[src/rtl/layer_mac_sched_if.sv]
// Stream and ROM bus bundle for layer_mac_sched: activation input, weight ROM reads, result output.
// master = scheduler side, slave = surrounding fabric / ROM / downstream layer.
interface layer_mac_sched_if #(
  parameter int unsigned ROM_AW = 10
);
  logic              act_valid;
  logic [7:0]        act_data;
  logic              act_ready;
  logic              w_rd_en;
  logic [ROM_AW-1:0] w_addr;
  logic [7:0]        w_data;
  logic              out_valid;
  logic [7:0]        out_data;
  logic [7:0]        out_idx;
  logic              out_ready;

  modport master (
    input  act_valid, act_data, w_data, out_ready,
    output act_ready, w_rd_en, w_addr, out_valid, out_data, out_idx
  );

  modport slave (
    output act_valid, act_data, w_data, out_ready,
    input  act_ready, w_rd_en, w_addr, out_valid, out_data, out_idx
  );
endinterface

[src/rtl/layer_mac_sched.sv]
// Time-multiplexed fully-connected layer: one shared 8-bit MAC + ReLU walks every neuron's ROM row.
// Define SAT_ACC_EN for saturating product/accumulate; default build wraps modulo 2^8.
module layer_mac_sched #(
  parameter int unsigned NUM_INPUTS  = 15,
  parameter int unsigned NUM_NEURONS = 32,
  parameter int unsigned ROM_AW      = 10
) (
  input  logic                  clk,
  input  logic                  reset,
  layer_mac_sched_if.master     bus,
  output logic                  busy,
  output logic                  layer_done
);

  localparam int unsigned       KW        = $clog2(NUM_INPUTS + 1);
  localparam logic [KW-1:0]     KLast     = KW'(NUM_INPUTS);
  localparam logic [KW-1:0]     CntLast   = KW'(NUM_INPUTS - 1);
  localparam logic [7:0]        NLast     = 8'(NUM_NEURONS - 1);
  localparam logic [ROM_AW-1:0] RowStride = ROM_AW'(NUM_INPUTS + 1);

  typedef enum logic [1:0] {StLoad, StFetch, StDrain, StEmit} state_e;

  state_e            state_q, state_d;
  logic [KW-1:0]     cnt_q, cnt_d;
  logic [KW-1:0]     k_q, k_d;
  logic [7:0]        n_q, n_d;
  logic [7:0]        acc_q, acc_d;
  logic [ROM_AW-1:0] row_q, row_d;
  logic              pend_q;
  logic [KW-1:0]     pend_k_q;
  logic [7:0]        act_buf_q [NUM_INPUTS];

  logic              act_fire;
  logic              is_bias;
  logic signed [7:0] a_sel, w_s, addend, acc_new;

  assign act_fire = bus.act_valid && bus.act_ready;
  assign is_bias  = (pend_k_q == KLast);
  assign a_sel    = is_bias ? 8'sd0 : act_buf_q[pend_k_q];
  assign w_s      = bus.w_data;

`ifdef SAT_ACC_EN
  logic signed [15:0] prod;
  logic signed [7:0]  prod_sat;
  logic signed [8:0]  sum;

  always_comb begin
    prod = a_sel * w_s;
    if (prod > 16'sd127)       prod_sat = 8'sd127;
    else if (prod < -16'sd128) prod_sat = -8'sd128;
    else                       prod_sat = prod[7:0];
    addend = is_bias ? w_s : prod_sat;
    sum    = {acc_q[7], acc_q} + {addend[7], addend};
    // Sign bits disagree only on overflow; sum[8] carries the true sign.
    if (sum[8] != sum[7]) acc_new = sum[8] ? -8'sd128 : 8'sd127;
    else                  acc_new = sum[7:0];
  end
`else
  logic signed [7:0] prod_lo;

  always_comb begin
    prod_lo = a_sel * w_s;
    addend  = is_bias ? w_s : prod_lo;
    acc_new = acc_q + addend;
  end
`endif

  always_comb begin
    state_d       = state_q;
    cnt_d         = cnt_q;
    k_d           = k_q;
    n_d           = n_q;
    acc_d         = acc_q;
    row_d         = row_q;
    bus.act_ready = 1'b0;
    bus.w_rd_en   = 1'b0;
    bus.w_addr    = '0;
    bus.out_valid = 1'b0;
    bus.out_data  = '0;
    bus.out_idx   = '0;
    layer_done    = 1'b0;

    // ROM data for the read issued last cycle lands now.
    if (pend_q) acc_d = acc_new;

    unique case (state_q)
      StLoad: begin
        bus.act_ready = reset;
        if (act_fire) begin
          cnt_d = cnt_q + 1'b1;
          if (cnt_q == CntLast) begin
            state_d = StFetch;
            n_d     = '0;
            acc_d   = '0;
            row_d   = '0;
            k_d     = '0;
          end
        end
      end
      StFetch: begin
        bus.w_rd_en = 1'b1;
        bus.w_addr  = row_q + ROM_AW'(k_q);
        k_d         = k_q + 1'b1;
        if (k_q == KLast) begin
          k_d     = '0;
          state_d = StDrain;
        end
      end
      StDrain: state_d = StEmit;
      StEmit: begin
        bus.out_valid = 1'b1;
        bus.out_data  = acc_q[7] ? 8'd0 : acc_q;
        bus.out_idx   = n_q;
        if (bus.out_ready) begin
          if (n_q == NLast) begin
            layer_done = 1'b1;
            cnt_d      = '0;
            state_d    = StLoad;
          end else begin
            n_d     = n_q + 1'b1;
            acc_d   = '0;
            row_d   = row_q + RowStride;
            state_d = StFetch;
          end
        end
      end
      default: state_d = StLoad;
    endcase
  end

  assign busy = (state_q != StLoad) || (cnt_q != '0);

  always_ff @(posedge clk or negedge reset) begin
    if (!reset) begin
      state_q  <= StLoad;
      cnt_q    <= '0;
      k_q      <= '0;
      n_q      <= '0;
      acc_q    <= '0;
      row_q    <= '0;
      pend_q   <= 1'b0;
      pend_k_q <= '0;
      for (int i = 0; i < int'(NUM_INPUTS); i++) act_buf_q[i] <= '0;
    end else begin
      state_q  <= state_d;
      cnt_q    <= cnt_d;
      k_q      <= k_d;
      n_q      <= n_d;
      acc_q    <= acc_d;
      row_q    <= row_d;
      pend_q   <= (state_q == StFetch);
      pend_k_q <= k_q;
      if (act_fire) act_buf_q[cnt_q] <= bus.act_data;
    end
  end

endmodule

[src/flat_wrapper.sv]
// flat-port wrapper written by rule: the top's interface ports become plain ports
module layer_mac_sched_flat 
#(
  parameter int unsigned NUM_INPUTS  = 15,
  parameter int unsigned NUM_NEURONS = 32,
  parameter int unsigned ROM_AW      = 10
)
  (clk, reset, busy, layer_done, bus_act_valid, bus_act_data, bus_w_data, bus_out_ready, bus_act_ready, bus_w_rd_en, bus_w_addr, bus_out_valid, bus_out_data, bus_out_idx);
  layer_mac_sched_if #(.ROM_AW(ROM_AW)) bus_i ();
  input  logic clk;
  input  logic reset;
  output logic busy;
  output logic layer_done;
  input wire logic [$bits(bus_i.act_valid)-1:0] bus_act_valid;
  input wire logic [$bits(bus_i.act_data)-1:0] bus_act_data;
  input wire logic [$bits(bus_i.w_data)-1:0] bus_w_data;
  input wire logic [$bits(bus_i.out_ready)-1:0] bus_out_ready;
  output wire logic [$bits(bus_i.act_ready)-1:0] bus_act_ready;
  output wire logic [$bits(bus_i.w_rd_en)-1:0] bus_w_rd_en;
  output wire logic [$bits(bus_i.w_addr)-1:0] bus_w_addr;
  output wire logic [$bits(bus_i.out_valid)-1:0] bus_out_valid;
  output wire logic [$bits(bus_i.out_data)-1:0] bus_out_data;
  output wire logic [$bits(bus_i.out_idx)-1:0] bus_out_idx;
  assign bus_i.act_valid = bus_act_valid;
  assign bus_i.act_data = bus_act_data;
  assign bus_i.w_data = bus_w_data;
  assign bus_i.out_ready = bus_out_ready;
  assign bus_act_ready = bus_i.act_ready;
  assign bus_w_rd_en = bus_i.w_rd_en;
  assign bus_w_addr = bus_i.w_addr;
  assign bus_out_valid = bus_i.out_valid;
  assign bus_out_data = bus_i.out_data;
  assign bus_out_idx = bus_i.out_idx;
  layer_mac_sched #(.NUM_INPUTS(NUM_INPUTS), .NUM_NEURONS(NUM_NEURONS), .ROM_AW(ROM_AW)) u_core (.clk(clk), .reset(reset), .bus(bus_i), .busy(busy), .layer_done(layer_done));
endmodule
[config.mk]
export PLATFORM = sky130hd
export DESIGN_NAME = layer_mac_sched_flat
export DESIGN_NICKNAME = d
export VERILOG_FILES = /design/src/rtl/layer_mac_sched_if.sv /design/src/rtl/layer_mac_sched.sv /design/src/flat_wrapper.sv
export SDC_FILE = /design/constraint.sdc
export NUM_CORES = 1
export LEC_CHECK = 0
export ABC_CLOCK_PERIOD_IN_PS = 8100
export BUFFER_PORTS_ARGS = -buffer_cell sky130_fd_sc_hd__buf_2
export CORE_MARGIN = 2
export CORE_UTILIZATION = 55
export CTS_BUF_LIST = sky130_fd_sc_hd__clkbuf_4
export DETAILED_ROUTE_END_ITERATION = 16
export GPL_ROUTABILITY_DRIVEN = 0
export GPL_TIMING_DRIVEN = 1
export PLACE_DENSITY = 0.73
export SETUP_SLACK_MARGIN = 0.05
export SLEW_MARGIN = 20
export SYNTH_ARGS = -nofsm -noshare
export SYNTH_HDL_FRONTEND = slang
export SYNTH_SLANG_ARGS = --single-unit
export TNS_END_PERCENT = 1
[constraint.sdc]
create_clock -name clk -period 8.1 [get_ports clk]
set_input_delay 2.43 -clock clk [delete_from_list [all_inputs] [get_ports clk]]
set_output_delay 2.43 -clock clk [all_outputs]
set_load 0.01 [all_outputs]
* Yosys cells after proc, flatten, opt, wreduce, memory -nomap -nowiden *
Index checks and enable logic that the tools add are counted.

word-level totals
  output and inout bits = 31
  register bits = 161
  word-level logic and storage cells = 108
  input port bits = 20

operators by class
  multiplexer cells = 48
  add/subtract/negate cells = 6
  $lt $le $gt $ge = 3
  eq/ne operators = 13
  bitwise operators = 2
  reductions and logical operators = 12
  multiply operators = 1

operators by type and width
  cell                                                                   count
  8-bit two-way mux                                                      16
  120-bit bitwise mux                                                    1
  10-bit two-way mux                                                     5
  8-bit binary-select mux with 4-bit select                              1
  8-bit demux with 4-bit select                                          1
  8-bit case mux with 2 select lines                                     2
  4-bit two-way mux                                                      6
  10-bit case mux with 2 select lines                                    1
  4-bit case mux with 2 select lines                                     2
  4-bit equality test, second input constant                             3
  10-bit by 4-bit adder with 10-bit output                               1
  10-bit by 5-bit adder with 10-bit output, second input constant        1
  5-bit >= comparator, second input constant                             2
  4-bit inverter with 5-bit output                                       2
  4-bit by 1-bit adder with 4-bit output, second input constant          2
  8-bit by 1-bit adder with 8-bit output, second input constant          1
  8-bit adder                                                            1
  8-bit by 5-bit equality test with 1-bit output, second input constant  1
  8-bit by 8-bit multiplier with 8-bit output                            1
  2-bit two-way mux                                                      4
  2-bit by 1-bit != test with 1-bit output, second input constant        4
  2-bit case mux with 4 select lines                                     1
  4-bit AND reduction                                                    2
  1-bit two-way mux                                                      7
  12 further kinds                                                       17

* Depth between registers and ports, before layout *
  word-level depth = 12
  depth in mapped cells = 26
  depth with buffers taken out = 22

* Worst setup path after synthesis *
Ideal clock, no wire load.

  path kind = input -> register
  start = in bus_w_data[4]
  end = reg u_core.acc_q[7]
  required time = 7.973 ns
  setup time = 0.127 ns
  arrival = 6.550 ns
  setup slack = 1.422 ns
  cell stages on the path = 17
  cells stage by stage = nand2_1 > fa_1 > fa_1 > inv_1 > ha_1 > inv_1 > fa_1 > inv_1 > ha_1 > a21o_1 > a21oi_1 > xnor2_1 > xnor3_1 > xnor3_1 > a211o_1 > a21boi_2 > mux2_1

between the ends
  longest elaborated chain between the ends = 7

ends and longest elaborated chain
  what                                         RTL line                                       RTL
  start: declaration                           flat_wrapper.sv:16                             input wire logic [$bits(bus_i.w_data)-1:0] bus_w_data;
  8-bit by 8-bit multiplier with 8-bit output  layer_mac_sched.sv:62                          prod_lo = a_sel * w_s;
  8-bit two-way mux (*)                        layer_mac_sched.sv:63                          addend = is_bias ? w_s : prod_lo;
  8-bit adder (*)                              layer_mac_sched.sv:64                          acc_new = acc_q + addend;
  8-bit two-way mux (*)                        layer_mac_sched.sv:84                          if (pend_q) acc_d = acc_new;
  8-bit two-way mux, on equally long branches  layer_mac_sched.sv:115, layer_mac_sched.sv:91
  8-bit two-way mux, on equally long branches  layer_mac_sched.sv:114, layer_mac_sched.sv:89
  8-bit case mux with 2 select lines (*)       layer_mac_sched.sv:86                          unique case (state_q)
  via u_core.acc_d[7]                          layer_mac_sched.sv:27                          logic [7:0] acc_q, acc_d;
  end signal: assignment                       layer_mac_sched.sv:139                         acc_q <= '0;
  end signal: assignment                       layer_mac_sched.sv:149                         acc_q <= acc_d;
  end: declaration                             layer_mac_sched.sv:27

The timed path passes the listed nets; every way through them passes the cells marked *.
A chain may end at the register's enable or synchronous reset.

* Worst setup path in the final report *
  start = reg u_core.pend_k_q[0]
  end = reg u_core.acc_q[7]

between the ends
  longest elaborated chain between the ends = 12

ends and longest elaborated chain
  what                                                    RTL line                                       RTL
  start: declaration                                      layer_mac_sched.sv:30                          logic [KW-1:0] pend_k_q;
  start signal: assignment                                layer_mac_sched.sv:152                         pend_k_q <= k_q;
  4-bit inverter with 5-bit output (implied by the code)  layer_mac_sched.sv:39                          assign a_sel = is_bias ? 8'sd0 : act_buf_q[pend_k_q];
  8-bit binary-select mux with 4-bit select               layer_mac_sched.sv:39
  8-bit two-way mux (implied by the code) (2 in series)   layer_mac_sched.sv:39
  8-bit two-way mux                                       layer_mac_sched.sv:39
  8-bit by 8-bit multiplier with 8-bit output             layer_mac_sched.sv:62
  8-bit two-way mux (*)                                   layer_mac_sched.sv:63
  8-bit adder (*)                                         layer_mac_sched.sv:64
  8-bit two-way mux (*)                                   layer_mac_sched.sv:84
  8-bit two-way mux, on equally long branches             layer_mac_sched.sv:115, layer_mac_sched.sv:91
  8-bit two-way mux, on equally long branches             layer_mac_sched.sv:114, layer_mac_sched.sv:89
  8-bit case mux with 2 select lines (*)                  layer_mac_sched.sv:86
  via u_core.acc_d[7]                                     layer_mac_sched.sv:27

The timed path passes the listed nets; every way through them passes the cells marked *. The select of a mux whose other input is x is not followed.

==> run summary <==
CP arrival: 7120 ps
CP startpoint kind: register
postcts setup bufs: 0
Worst Hold Class: reg2reg
maximum clock insertion buffer count: 2
WHS Path Cells: 0
Vias: 5892
Hold Vio Cnt, Final: 0
critical path endpoint category: register
synthesized cell area: 8820 um^2
Horiz. Die Dim: 131 um
port bufs: 49
full die area: 17100 um^2
PostCTS Resize Cnt: 0
RSZ-0062 raised after global routing: false
Setup TNS: 0 ps
first-pass detailed-route iteration total: 5
biggest area consumer among synthesized cells: dfrtp_1
Yosys cell types: 56
CTS Hold Bufs: 0
Max-slew headroom: 21.3%
Power Total: 0.00237 W
status: finished, final reports clean
Worst Clk Skew: 20.0 ps
Worst Path Max Fanout: 31
CTS H-tree depth: 4
#FFs+latches synth: 157
R2R depth: 20
Critical Path RT: 8550 ps
Gate Count Post-Synth: 741
ys async rst share: 100%
fillers: 1284
CTS Buf Count: 17
minimum clock period: 6670 ps
final slew viol count: 0
DP Wirelength: 13500 um
core area: 15800 um^2
Avg Inst Size Synth: 11.9 um^2
I/O pins: 51
share of cells above drive strength 1: 30.7%
number of global-route vias before repair: 6052
grt total ovfl: 0
top_reg_cell synth: dfrtp_1
Final Util: 60.5%
LEAKAGE: 4.65 nW
Post-Syn Nets: 810
clock latency on the worst-skew pair: 580 ps
Max Clk Rate: 150 MHz
# rows: 46
Synth area leaders: dfrtp_1 (45%), mux2_2 (16%), mux4_2 (5.9%)
clk sink count: 157
CTS root buf: clkbuf_4
Initial Utilization: 56.0%
# DRC: 0
sequential element share of the synthesized area: 44.5%
largest net degree at the start of global routing: 89
WS Path Type: reg2reg
warnings from Yosys: 0
Setup violations, final: 0
P per Cell Area: 249 nW/um^2
CTS tree: yes
nets: 855
Antenna Nets Post-Route: 0
Layout area overhead: 8.11%
first-pass GRT wire length: 31100 um
Reg clk slew, reported paths: 130 ps
Routed WL: 19400 um
vias per cell: 5.80
Tot GR Track Use: 24.3%
EDFF count, synth: 0
worst slew pin tran: 1180 ps
worst vdd ir: 103 uV
drt wl/cell: 19.1 um
Yosys top cell area share: 44.5%
number of antenna violations at the first check in global routing: 1
initial detailed-routing violation count: 460
die height: 131 um
# Max-Cap Violations: 0
Final Cycle Share: 82.3%
[cells by family (layout without fill, tap and decap cells)]
logic type | after synthesis | in the layout | synth area share, %
xor gates and xnor gates | 27 | 27 | 3.15
buffers and inverters | 70 | 128 | 3.53
AOI/OAI and AO/OA | 67 | 67 | 4.89
other | 1 | 2 | 0.0425
and+or+nand+nor | 195 | 195 | 10.9
adders and majority gates | 49 | 49 | 8.05
muxes | 175 | 175 | 24.9
DFF | 157 | 157 | 44.5
[synth_stat cells (2+ instances only)]
| cell | n |
|---|---|
| xor2_1 | 9 |
| and3_1 | 5 |
| fa_1 | 13 |
| nand2b_1 | 5 |
| and2_1 | 43 |
| o21ai_0 | 15 |
| a22oi_1 | 4 |
| nor2_1 | 46 |
| nor4_1 | 2 |
| a21o_1 | 5 |
| dfrtp_1 | 157 |
| clkinv_1 | 2 |
| mux2_2 | 127 |
| xnor3_1 | 3 |
| or3_1 | 2 |
| a31oi_1 | 3 |
| buf_6 | 5 |
| nand3_1 | 13 |
| clkbuf_1 | 20 |
| buf_2 | 3 |
| o21bai_1 | 2 |
| a21oi_1 | 16 |
| nand4_1 | 7 |
| nor3_1 | 8 |
| o311ai_0 | 2 |
| ha_1 | 36 |
| nand3b_1 | 2 |
| xnor2_1 | 15 |
| nand2_1 | 50 |
| inv_1 | 36 |
| mux2i_1 | 24 |
| buf_4 | 2 |
| mux4_2 | 23 |
| nor2b_1 | 9 |
| o211ai_1 | 3 |
| o22ai_1 | 4 |
[layout make-up]
cell class	count	area, um^2	share of cell area (%)
multi-input combinational	514	4600	48.3
clock inverter	15	148	1.55
antenna	1	2.50	0.0262
inverter	39	146	1.53
tap	216	270	2.83
timing repair buffer	57	312	3.27
sequential	157	3930	41.2
clock buffer	17	128	1.34
[critical path, stage by stage (launching register included)]
cell and delay, ps:
dfrtp_2 960, buf_4 330, mux4_2 540, mux2_2 310
nor2_1 100, a21oi_1 70, and2_1 190, fa_1 470
ha_1 290, inv_1 50, fa_1 500, fa_1 540
inv_1 40, ha_1 310, a21oi_1 160, xnor2_1 170
xnor3_1 360, xnor3_1 360, a211o_1 310, a21boi_2 120
mux2_1 330
[metrics by stage]
stage	hold WS [ps]	instance area (um^2)	cells	worst slack, ps
floorplan	401	8820	741	1420
global placement	447	9260	983	1150
detailed placement	449	9260	983	1110
CTS	476	9540	1015	1380
global route	505	9540	1016	1040
finish	473	9540	1016	1430
[path summary, 6_finish.rpt]
| check | startpoint | slack, ps | endpoint |
|---|---|---|---|
| min in group asynchronous | reset | 1900 | u_core.act_buf_q[117] |
| worst min register to register | u_core.k_q[3] | 470 | u_core.pend_k_q[3] |
| max in group asynchronous | reset | 4760 | u_core.pend_k_q[0] |
| worst max register to register | u_core.pend_k_q[0] | 1430 | u_core.acc_q[7] |
| worst max-delay path | u_core.pend_k_q[0] | 1430 | u_core.acc_q[7] |
| worst min-delay path | u_core.k_q[3] | 470 | u_core.pend_k_q[3] |
[registers in the layout, indices dropped and copies added (netlist names)]
register	count
u_core.cnt_q	4
u_core.row_q	6
u_core.k_q	4
u_core.pend_q	1
u_core.acc_q	8
u_core.pend_k_q	4
u_core.state_q	2
u_core.n_q	8
u_core.act_buf_q	120
[power by group]
group          switching (W)  internal, W
registers           0.000171     0.000941
logic               0.000411     0.000386
clock network       0.000282     0.000181
total               0.000863      0.00151
[per-layer routing]
layer	global-route usage (%)	part of all wire, %	vias up
li1	-	-	2690
met1	31.8	43	3009
met2	39.9	50	149
met3	5.37	4.5	44
met4	9.57	2.7	0
met5	0	0	-
[placed cells by master, fill, tap and decap left out, types with 3 or more instances in the layout]
master,synthesis,routed
dfrtp_1,157,156
mux2_2,127,127
nand2_1,50,50
buf_2,3,48
nor2_1,46,46
and2_1,43,43
inv_1,36,36
ha_1,36,36
mux2i_1,24,24
mux4_2,23,23
clkbuf_4,0,17
a21oi_1,16,16
o21ai_0,15,15
xnor2_1,15,15
nand3_1,13,13
fa_1,13,13
nor2b_1,9,9
xor2_1,9,9
buf_4,2,8
nand4_1,7,7
nand2b_1,5,5
and3_1,5,5
a21o_1,5,5
clkinv_1,2,4
a22oi_1,4,4
nor3_1,8,4
o22ai_1,4,4
nor3_2,0,4
clkinvlp_4,0,4
o211ai_1,3,3
a31oi_1,3,3
xnor3_1,3,3
clkinv_2,0,3
clkinv_4,0,3
(Power assumes the default switching activity.)
